[src/rtl/light_show_pkg.sv]
// Shared types and constants for the light pattern sequencer.
// led_image() maps a pattern/position pair onto the red LED bar.
package light_show_pkg;

  localparam int LED_RED_W = 10;
  localparam int LED_GRN_W = 8;
  localparam int FILL_LAST = 10;

  typedef enum logic {
    RUN    = 1'b0,
    PAUSED = 1'b1
  } state_t;

  typedef enum logic [1:0] {
    CHASE  = 2'd0,
    BOUNCE = 2'd1,
    FILL   = 2'd2,
    BINARY = 2'd3
  } pattern_t;

  function automatic logic [LED_RED_W-1:0] led_image(input pattern_t pat, input logic [9:0] pos);
    logic [LED_RED_W-1:0] img;
    img = '0;
    case (pat)
      BINARY: img = pos;
      FILL: begin
        // pos == FILL_LAST is the blank frame between sweeps
        for (int i = 0; i < LED_RED_W; i++)
          img[i] = (10'(i) <= pos) && (pos != 10'(FILL_LAST));
      end
      default: begin
        for (int i = 0; i < LED_RED_W; i++)
          img[i] = (pos == 10'(i));
      end
    endcase
    return img;
  endfunction

endpackage

[src/rtl/key_conditioner.sv]
// Active-low key -> one-cycle press pulse: 2-flop sync, optional debounce
// (LIGHT_SHOW_DEBOUNCE_EN), falling-edge detect; pulse 3 (or DEBOUNCE_CYCLES+3) cycles after the fall.
module key_conditioner #(
  parameter int DEBOUNCE_CYCLES = 1_000_000
) (
  input  logic i_clk,
  input  logic i_rst,
  input  logic i_key_n,
  output logic o_press
);

  logic       r_sync1;
  logic       r_sync2;
  logic       r_prev;
  logic       r_armed;
  logic       r_press;
  logic [1:0] r_vld;
  logic       w_level;

`ifdef LIGHT_SHOW_DEBOUNCE_EN
  localparam int CW = (DEBOUNCE_CYCLES > 1) ? $clog2(DEBOUNCE_CYCLES + 1) : 1;

  logic [CW-1:0] r_db_cnt;
  logic          r_stable;

  always_ff @(posedge i_clk) begin
    if (i_rst) begin
      r_db_cnt <= '0;
      r_stable <= 1'b1;
    end else if (r_sync2 == r_stable) begin
      r_db_cnt <= '0;
    end else if (r_db_cnt == CW'(DEBOUNCE_CYCLES - 1)) begin
      r_stable <= r_sync2;
      r_db_cnt <= '0;
    end else begin
      r_db_cnt <= r_db_cnt + 1'b1;
    end
  end

  assign w_level = r_stable;
`else
  assign w_level = r_sync2;
`endif

  // r_vld marks when r_sync2 holds a real post-reset sample; a key must be
  // seen released before its next fall counts, so a key held through reset is ignored.
  always_ff @(posedge i_clk) begin
    if (i_rst) begin
      r_sync1 <= 1'b1;
      r_sync2 <= 1'b1;
      r_prev  <= 1'b1;
      r_vld   <= 2'b00;
      r_armed <= 1'b0;
      r_press <= 1'b0;
    end else begin
      r_sync1 <= i_key_n;
      r_sync2 <= r_sync1;
      r_prev  <= w_level;
      r_vld   <= {r_vld[0], 1'b1};
      r_armed <= r_armed | (r_vld[1] & r_sync2);
      r_press <= r_armed & r_prev & ~w_level;
    end
  end

  assign o_press = r_press;

endmodule

[src/rtl/light_pattern_sequencer.sv]
// Key-driven LED pattern sequencer; StepTick is combinational, LED outputs update one cycle after a step.
// Key debounce is enabled by defining LIGHT_SHOW_DEBOUNCE_EN.
module light_pattern_sequencer
  import light_show_pkg::*;
#(
  parameter int BASE_DIV        = 2_500_000,
  parameter int DEBOUNCE_CYCLES = 1_000_000
) (
  input  logic                 Clock,
  input  logic                 Reset,
  input  logic [3:0]           Keys,
  input  logic [9:0]           Switches,
  output logic [LED_RED_W-1:0] LedRed,
  output logic [LED_GRN_W-1:0] LedGrn,
  output logic                 StepTick
);

  localparam logic [9:0] POS_LAST  = 10'd9;
  localparam logic [9:0] FILL_END  = 10'(FILL_LAST);

  logic [3:0] w_press;

  for (genvar g = 0; g < 4; g++) begin : g_key
    key_conditioner #(
      .DEBOUNCE_CYCLES(DEBOUNCE_CYCLES)
    ) u_key (
      .i_clk   (Clock),
      .i_rst   (Reset),
      .i_key_n (Keys[g]),
      .o_press (w_press[g])
    );
  end

  state_t               r_state;
  pattern_t             r_pat;
  logic [9:0]           r_pos;
  logic                 r_dir;
  logic [31:0]          r_cnt;
  logic [LED_RED_W-1:0] r_led_red;
  logic [LED_GRN_W-1:0] r_led_grn;

  logic [31:0] w_period_m1;
  logic        w_due;
  logic        w_step;
  logic        w_dir_eff;
  state_t      w_state_nxt;
  pattern_t    w_pat_nxt;
  logic [9:0]  w_pos_nxt;
  logic        w_dir_nxt;

  assign w_period_m1 = 32'(BASE_DIV) * (32'(Switches[3:0]) + 32'd1) - 32'd1;
  assign w_due       = (r_state == RUN) && (r_cnt >= w_period_m1);
  // A pattern change on Key1 swallows any step decided in the same cycle
  assign w_step      = ~w_press[1] & (w_due | ((r_state == PAUSED) & w_press[3]));
  assign w_dir_eff   = r_dir ^ w_press[2];
  assign w_state_nxt = w_press[0] ? ((r_state == RUN) ? PAUSED : RUN) : r_state;

  always_comb begin
    w_pat_nxt = r_pat;
    w_pos_nxt = r_pos;
    w_dir_nxt = w_dir_eff;
    if (w_press[1]) begin
      w_pat_nxt = pattern_t'(r_pat + 2'd1);
      w_pos_nxt = '0;
    end else if (w_step) begin
      case (r_pat)
        CHASE: begin
          if (!w_dir_eff) w_pos_nxt = (r_pos >= POS_LAST) ? 10'd0 : r_pos + 10'd1;
          else            w_pos_nxt = (r_pos == 10'd0) ? POS_LAST : r_pos - 10'd1;
        end
        BOUNCE: begin
          if (!w_dir_eff) begin
            if (r_pos >= POS_LAST) begin
              w_pos_nxt = POS_LAST - 10'd1;
              w_dir_nxt = 1'b1;
            end else begin
              w_pos_nxt = r_pos + 10'd1;
            end
          end else begin
            if (r_pos == 10'd0) begin
              w_pos_nxt = 10'd1;
              w_dir_nxt = 1'b0;
            end else begin
              w_pos_nxt = r_pos - 10'd1;
            end
          end
        end
        FILL: begin
          if (!w_dir_eff) w_pos_nxt = (r_pos >= FILL_END) ? 10'd0 : r_pos + 10'd1;
          else            w_pos_nxt = (r_pos == 10'd0) ? FILL_END : r_pos - 10'd1;
        end
        default: w_pos_nxt = w_dir_eff ? r_pos - 10'd1 : r_pos + 10'd1;
      endcase
    end
  end

  always_ff @(posedge Clock) begin
    if (Reset) begin
      r_state   <= RUN;
      r_pat     <= CHASE;
      r_pos     <= '0;
      r_dir     <= 1'b0;
      r_cnt     <= '0;
      r_led_red <= 10'b0000000001;
      r_led_grn <= {Switches[3:0], 1'b0, 1'b1, 2'b00};
    end else begin
      r_state   <= w_state_nxt;
      r_pat     <= w_pat_nxt;
      r_pos     <= w_pos_nxt;
      r_dir     <= w_dir_nxt;
      if ((r_state != RUN) || w_press[0] || w_due) r_cnt <= '0;
      else                                          r_cnt <= r_cnt + 32'd1;
      r_led_red <= led_image(w_pat_nxt, w_pos_nxt);
      r_led_grn <= {Switches[3:0], w_dir_nxt, (w_state_nxt == RUN), w_pat_nxt};
    end
  end

  assign StepTick = w_step & ~Reset;
  assign LedRed   = r_led_red;
  assign LedGrn   = r_led_grn;

endmodule

[config.mk]
export PLATFORM = sky130hd
export DESIGN_NAME = light_pattern_sequencer
export DESIGN_NICKNAME = d
export VERILOG_FILES = /design/src/rtl/light_show_pkg.sv /design/src/rtl/key_conditioner.sv /design/src/rtl/light_pattern_sequencer.sv
export SDC_FILE = /design/constraint.sdc
export NUM_CORES = 1
export LEC_CHECK = 0
export CORE_MARGIN = 2
export CORE_UTILIZATION = 60
export CTS_CLUSTER_DIAMETER = 30
export DETAILED_ROUTE_END_ITERATION = 10
export PLACE_DENSITY = 0.8
export SKIP_CTS_REPAIR_TIMING = 1
export SLEW_MARGIN = 25
export SYNTH_ARGS = -nofsm -noshare
export SYNTH_HDL_FRONTEND = slang
export SYNTH_SLANG_ARGS = --single-unit
[constraint.sdc]
create_clock -name Clock -period 22.4 [get_ports Clock]
set_clock_uncertainty 0.15 [all_clocks]
set_input_delay 5.6 -clock Clock [delete_from_list [all_inputs] [get_ports Clock]]
set_output_delay 5.6 -clock Clock [all_outputs]
set_load 0.03 [all_outputs]
After elaboration in Yosys (flattened, before gate mapping):

Index checks and enable logic that the tools add are counted.

* register bits after elaboration: 92
* latch bits: 0
* RAM bits: 0
* memory bits (read-only): 0
* bits of input ports: 16
* output and inout port bits: 19
* logic and storage cells: 143
* memories: 0

* add/sub/neg operators: 6
* multipliers: 1
* div/mod/pow operators: 0
* $lt $le $gt $ge: 13
* eq/ne operators: 14
* shifts and indexed selects: 0
* multiplexer cells: 27
* bitwise logic cells: 29
* reduce and logical (&&, ||, !) cells: 17

Operators by type and width (number)
* $mux W10: 12
* $eq A10 B3 Y1 const B: 4
* $le A3 B10 Y1 const A: 4
* $add A32 B1 Y32 const B: 1
* $ge A32 B32 Y1: 1
* $pmux W10 S3: 1
* $sub A27 B1 Y28 const B: 1
* $mul A17 B5 Y22 const A: 1
* $eq A10 B2 Y1 const B: 2
* $eq A10 B4 Y1 const B: 2
* $ge A10 B4 Y1 const B: 2
* $le A1 B10 Y1 const A: 2
* $le A2 B10 Y1 const A: 2
* $le A4 B10 Y1 const A: 2
* $logic_not A10 Y1: 2
* $pmux W10 S2: 1
* $and A1 B1 Y1: 15
* $mux W1: 12
* $logic_and A1 B1 Y1: 11
* $add A10 B1 Y10 const B: 1
* $eq A10 B1 Y1 const B: 1
* $ne A10 B4 Y1 const B: 1
* $sub A10 B1 Y10 const B: 1
* $not A1 Y1: 8
* other kinds (10): 17

Longest topological paths before layout:

* depth after elaboration: 12
* mapped depth: 31
* depth with buffers taken out: 30

Modules after synthesis:

A second synthesis with hierarchy kept.

* cell total of the unflattened synthesis: 772
* area, all modules: 6449.9 µm²

Modules (own cells, without submodules)
* light_pattern_sequencer: times used 1, cells each 708, area an instance 5679.2 µm², sequential area each 1221.2 µm²
* key_conditioner: times used 4, cells each 16, area an instance 192.7 µm², sequential area each 140.1 µm²

Least setup slack after synthesis:

OpenSTA, ideal clock, no wires.

* kind: in2out
* start point: input Switches[0]
* end point: output StepTick
* arrival: 11.867 ns
* slack: 4.783 ns
* stages: 26
* buffers on the path: 2
* cell sequence: ha_1 > and3_1 > clkbuf_1 > ha_1 > inv_1 > fa_1 > inv_1 > ha_1 > ha_1 > and3_1 > a221oi_2 > a211o_1 > a22oi_1 > or2_2 > xor2_1 > nor4b_2 > and3_1 > nand3_1 > xnor2_1 > ha_1 > nand4_1 > or2_1 > o31ai_2 > o21ai_1 > clkbuf_1 > nor3_1

* cells in the longest elaborated chain, start to end: 8

RTL lines
* from (decl): RTL line light_pattern_sequencer.sv:12 `input logic [9:0] Switches,`
* $add A4 B1 Y5: RTL line light_pattern_sequencer.sv:51 `assign w_period_m1 = 32'(BASE_DIV) * (32'(Switches[3:0]) + 32'd1) - 32'd1;`
* $mul A17 B5 Y22: RTL line light_pattern_sequencer.sv:51
* $sub A27 B1 Y28: RTL line light_pattern_sequencer.sv:51
* $ge A32 B32 Y1: RTL line light_pattern_sequencer.sv:52 `assign w_due = (r_state == RUN) && (r_cnt >= w_period_m1);`
* $logic_and A1 B1 Y1: RTL line light_pattern_sequencer.sv:52
* $or A1 B1 Y1: RTL line light_pattern_sequencer.sv:54 `assign w_step = ~w_press[1] & (w_due | ((r_state == PAUSED) & w_press[3]));`
* $and A1 B1 Y1: RTL line light_pattern_sequencer.sv:54
* $and A1 B1 Y1: RTL line light_pattern_sequencer.sv:118 `assign StepTick = w_step & ~Reset;`
* to (decl): RTL line light_pattern_sequencer.sv:15 `output logic StepTick`

No other way between the ends.

Final worst setup path:

Ends and elaborated chain as after synthesis.

==> key figures <==
Outcome
  • Status: finished, final reports clean

Synth
  • Async S/R FF share, synth: 0%
  • Post-synthesis simple-gate area fraction: 24.1%
  • Post-synth net total: about 880
  • Synth Area in Compound Gates: 17.3%
  • Largest family of logic cells by synthesized area: simple AND/OR/NAND/NOR gates
  • Syn_area_per_cell: between 8 and 9 sq um
  • Post-synth top area share: between 20% and 30%
  • Unique masters post-synth: 82
  • Synthesized flop and latch total: between 80 and 90
  • Cells after Synth: 782
  • Biggest area consumer among synthesized cells: dfxtp_1
  • Synth Area in XOR/XNOR: a little over a tenth
  • Post-synth top flop: dfxtp_1
  • Cell Area, Synth: between 6000 and 7000 sq um
  • Synth warn: 0
  • Register area share after synthesis: 25.8%
  • EDFF count, synth: 0
  • Synth area leaders: dfxtp_1 26%, ha_1 15%, nor2_1 5.4%
  • Post-synthesis adder-cell area fraction: about 17%
  • Mux cell area share after synthesis: under 10%

Timing
  • Min Tclk post-route: around 20,000 ps
  • Fmax: between 50 and 60 MHz
  • RSZ-0062 raised after global routing: false
  • Slew Limit Fails: 0
  • Worst hold slack: 268 ps
  • Worst Max-Slew Pin Slew: between 800 and 900 ps
  • Final hold vios: 0
  • Final setup TNS: 0 ps
  • Final Setup Violations: 0
  • Crit share post-route: slightly below 90%
  • Worst slew margin: approximately 40%

Pwr
  • Worst IR Drop VDD: 0.0419 mV
  • Pwr dens: around 56 nW/um^2
  • P_leak: approximately 3 nW
  • Total power: between 0.0003 and 0.0004 W

Die
  • Die Wd: between 100 and 150 um
  • Die area: 11,600 sq um
  • Core ar.: ~10,000 sq um
  • I/O pin count: 35
  • Cell row count: 37
  • Die height: roughly 110 um
  • Initial core utilization: 62.2%

Placed design
  • Placed insts: about 900
  • GPL Wtd Cong: roughly 0.93
  • Port Buffers: 28
  • DP HPWL: ~11 mm

Clock tree
  • Clock slew at reported path FFs: 100 ps
  • CTS tree: built
  • Clock Latency Late Sink: ~350 ps
  • CTS Buffer Depth: 2
  • CTS sink count: between 80 and 90
  • CTS H-tree lvls: 3
  • CTS buffer count: 9
  • CTS root buf: clkbuf_8

Setup path
  • Reg2Reg Depth: 10
  • CP Max Fanout: 16
  • R2R Path End: LedRed[6]
  • WP data required: approximately 17,000 ps
  • Crit path kind: primary input to primary output
  • Critical Path Source: Switches[0]
  • FF-to-FF setup slack: roughly 18,000 ps
  • CP Launch Type: primary input
  • Reg-to-reg startpoint: r_cnt[21]
  • Critical Path AT: ~14,000 ps
  • CP endpoint kind: primary output
  • Worst setup endpoint: StepTick

Finish
  • Final net count: 900
  • Final design utilization: roughly two thirds
  • Fin cells: about 940
  • Area grow syn2layout: 8.98%
  • Layout cells sized above 1: under 10%
  • Ant diodes: 0
  • Fill count: just under 900

Min path
  • Hold Path Class: flip-flop to flip-flop

GRT
  • Vias in the first global route: 5,309
  • First-pass GRT wire length: approximately 25 mm
  • Tot GR Track Use: a little over a quarter
  • Total congestion overflow: 0
  • Number of antenna violations at the first check in global routing: 0
  • Largest net degree at the start of global routing: 41

Detailed routing
  • 1st-pass router iterations: 7
  • Via count: roughly 5,700
  • ANT nets after route: 0
  • Initial DRC count: between 400 and 500
  • Vias per inst: 6.05
  • DR DRC count: 0
  • WL final: 14.7 mm
  • Per-cell routed wire length: 15.6 um

Job
  • Max-Cap Viols: 0
-- sequential cells by signal, indices dropped and copies added, names as in the netlist --
name,count
r_pos,10
g_key.u_key.r_prev,4
r_cnt,32
LedRed,10
r_dir,1
r_state,1
g_key.u_key.r_armed,4
g_key.u_key.o_press,4
LedGrn,6
g_key.u_key.r_vld,2
g_key.u_key.r_sync2,4
g_key.u_key.r_sync1,4
r_pat,1
-- final cells by class --
class / count / area (sq um) / share of cell area (%)
clock buffers: 9 / 124 / 1.76
clock inverters: 7 / 90.1 / 1.28
inverters: 45 / 169 / 2.40
multi-input cells: 631 / 4510 / 64.2
flip-flops and latches: 83 / 1660 / 23.6
well taps: 136 / 170 / 2.42
repair buffers: 31 / 303 / 4.31
-- metrics by stage --
step                      setup WS (ps)  instance area, sq um
after floorplan                    4780                  6450
after global placement             3000                  6820
after detailed placement           2830                  6820
after CTS                          2740                  7030
after global routing               1920                  7030
final                              2600                  7030
-- critical path, cell delays in order --
cell and delay (ps):
clkdlybuf4s50_1 820, ha_1 480, xor2_1 630, ha_1 410, ha_1 300, inv_1 50, fa_1 500, inv_1 50
ha_1 330, nor2b_1 150, o21a_1 150, o21ai_0 150, a2111oi_1 650, nor3_2 130, xor2_1 280, nor4b_2 420
nand3_1 170, nor4_1 260, xor2_1 140, ha_1 300, nand2_1 60, o21a_1 170, o21ai_1 350, o31a_1 250
o21ai_1 90, buf_4 210, nor3_1 220, clkdlybuf4s50_1 720
-- placed cells by master, fill, tap and decap left out, types with 18 or more instances in the layout --
cell             count
a21oi_1             39
and3_1              19
clkdlybuf4s50_1     28
dfxtp_1             83
ha_1                79
inv_1               44
nand2_1             63
nand3_1             36
nand4_1             18
nor2_1              93
nor3_1              23
or2_2               18
xnor2_1             36
xor2_1              38
-- cells in the mapped netlist (4+ instances only) --
master and instances:
and3_1 19, a21oi_1 39, inv_1 44, nand2_1 63, and2_1 6, nor2b_1 7, fa_1 4, xnor2_1 36
ha_1 79, dfxtp_1 83, buf_2 5, nor2_1 93, o21a_1 6, nor3_1 23, o31ai_1 4, o21ai_1 6
or3_1 6, a31oi_1 7, xor2_1 38, a211oi_1 5, nand2b_1 4, clkbuf_1 15, or2_2 18, nand4_1 18
a21o_1 8, nand3_1 36, o21ai_0 15, o211ai_1 8
-- power breakdown --
part	switching (W)	internal, W
clock	0.0000616	0.0000551
sequential	0.00000214	0.000151
combinational	0.0000740	0.0000524
-- cell families after synthesis --
family          after synthesis
xor+xnor                     76
mux                           6
compound gates              152
fa+ha+maj                    86
flops                        83
simple gates                311
buf+inv                      68
-- routing by layer --
metal	share of wire, %	vias up	routed length (um)	GRT usage [%]
li1	-	2818	-	-
met1	48	2686	7060	37.7
met2	45	189	6670	42.4
met3	6.1	8	900	3.93
met4	0.46	0	68	4.95
met5	0	-	0	0
-- worst min-delay path by stage --
stage,endpoint,depth (start not counted),slack (ps),from
after CTS,g_key[2].u_key.r_sync2,1,270,g_key[2].u_key.r_sync1
after floorplan,g_key[0].u_key.r_sync2,1,240,g_key[0].u_key.r_sync1
after detailed placement,g_key[2].u_key.r_sync2,1,250,g_key[2].u_key.r_sync1
after global placement,g_key[0].u_key.r_sync2,1,240,g_key[0].u_key.r_sync1
final,g_key[0].u_key.r_sync2,1,270,g_key[0].u_key.r_sync1
after global routing,g_key[2].u_key.r_sync2,1,290,g_key[2].u_key.r_sync1
No activity file was read; power rests on OpenSTA's default activity.
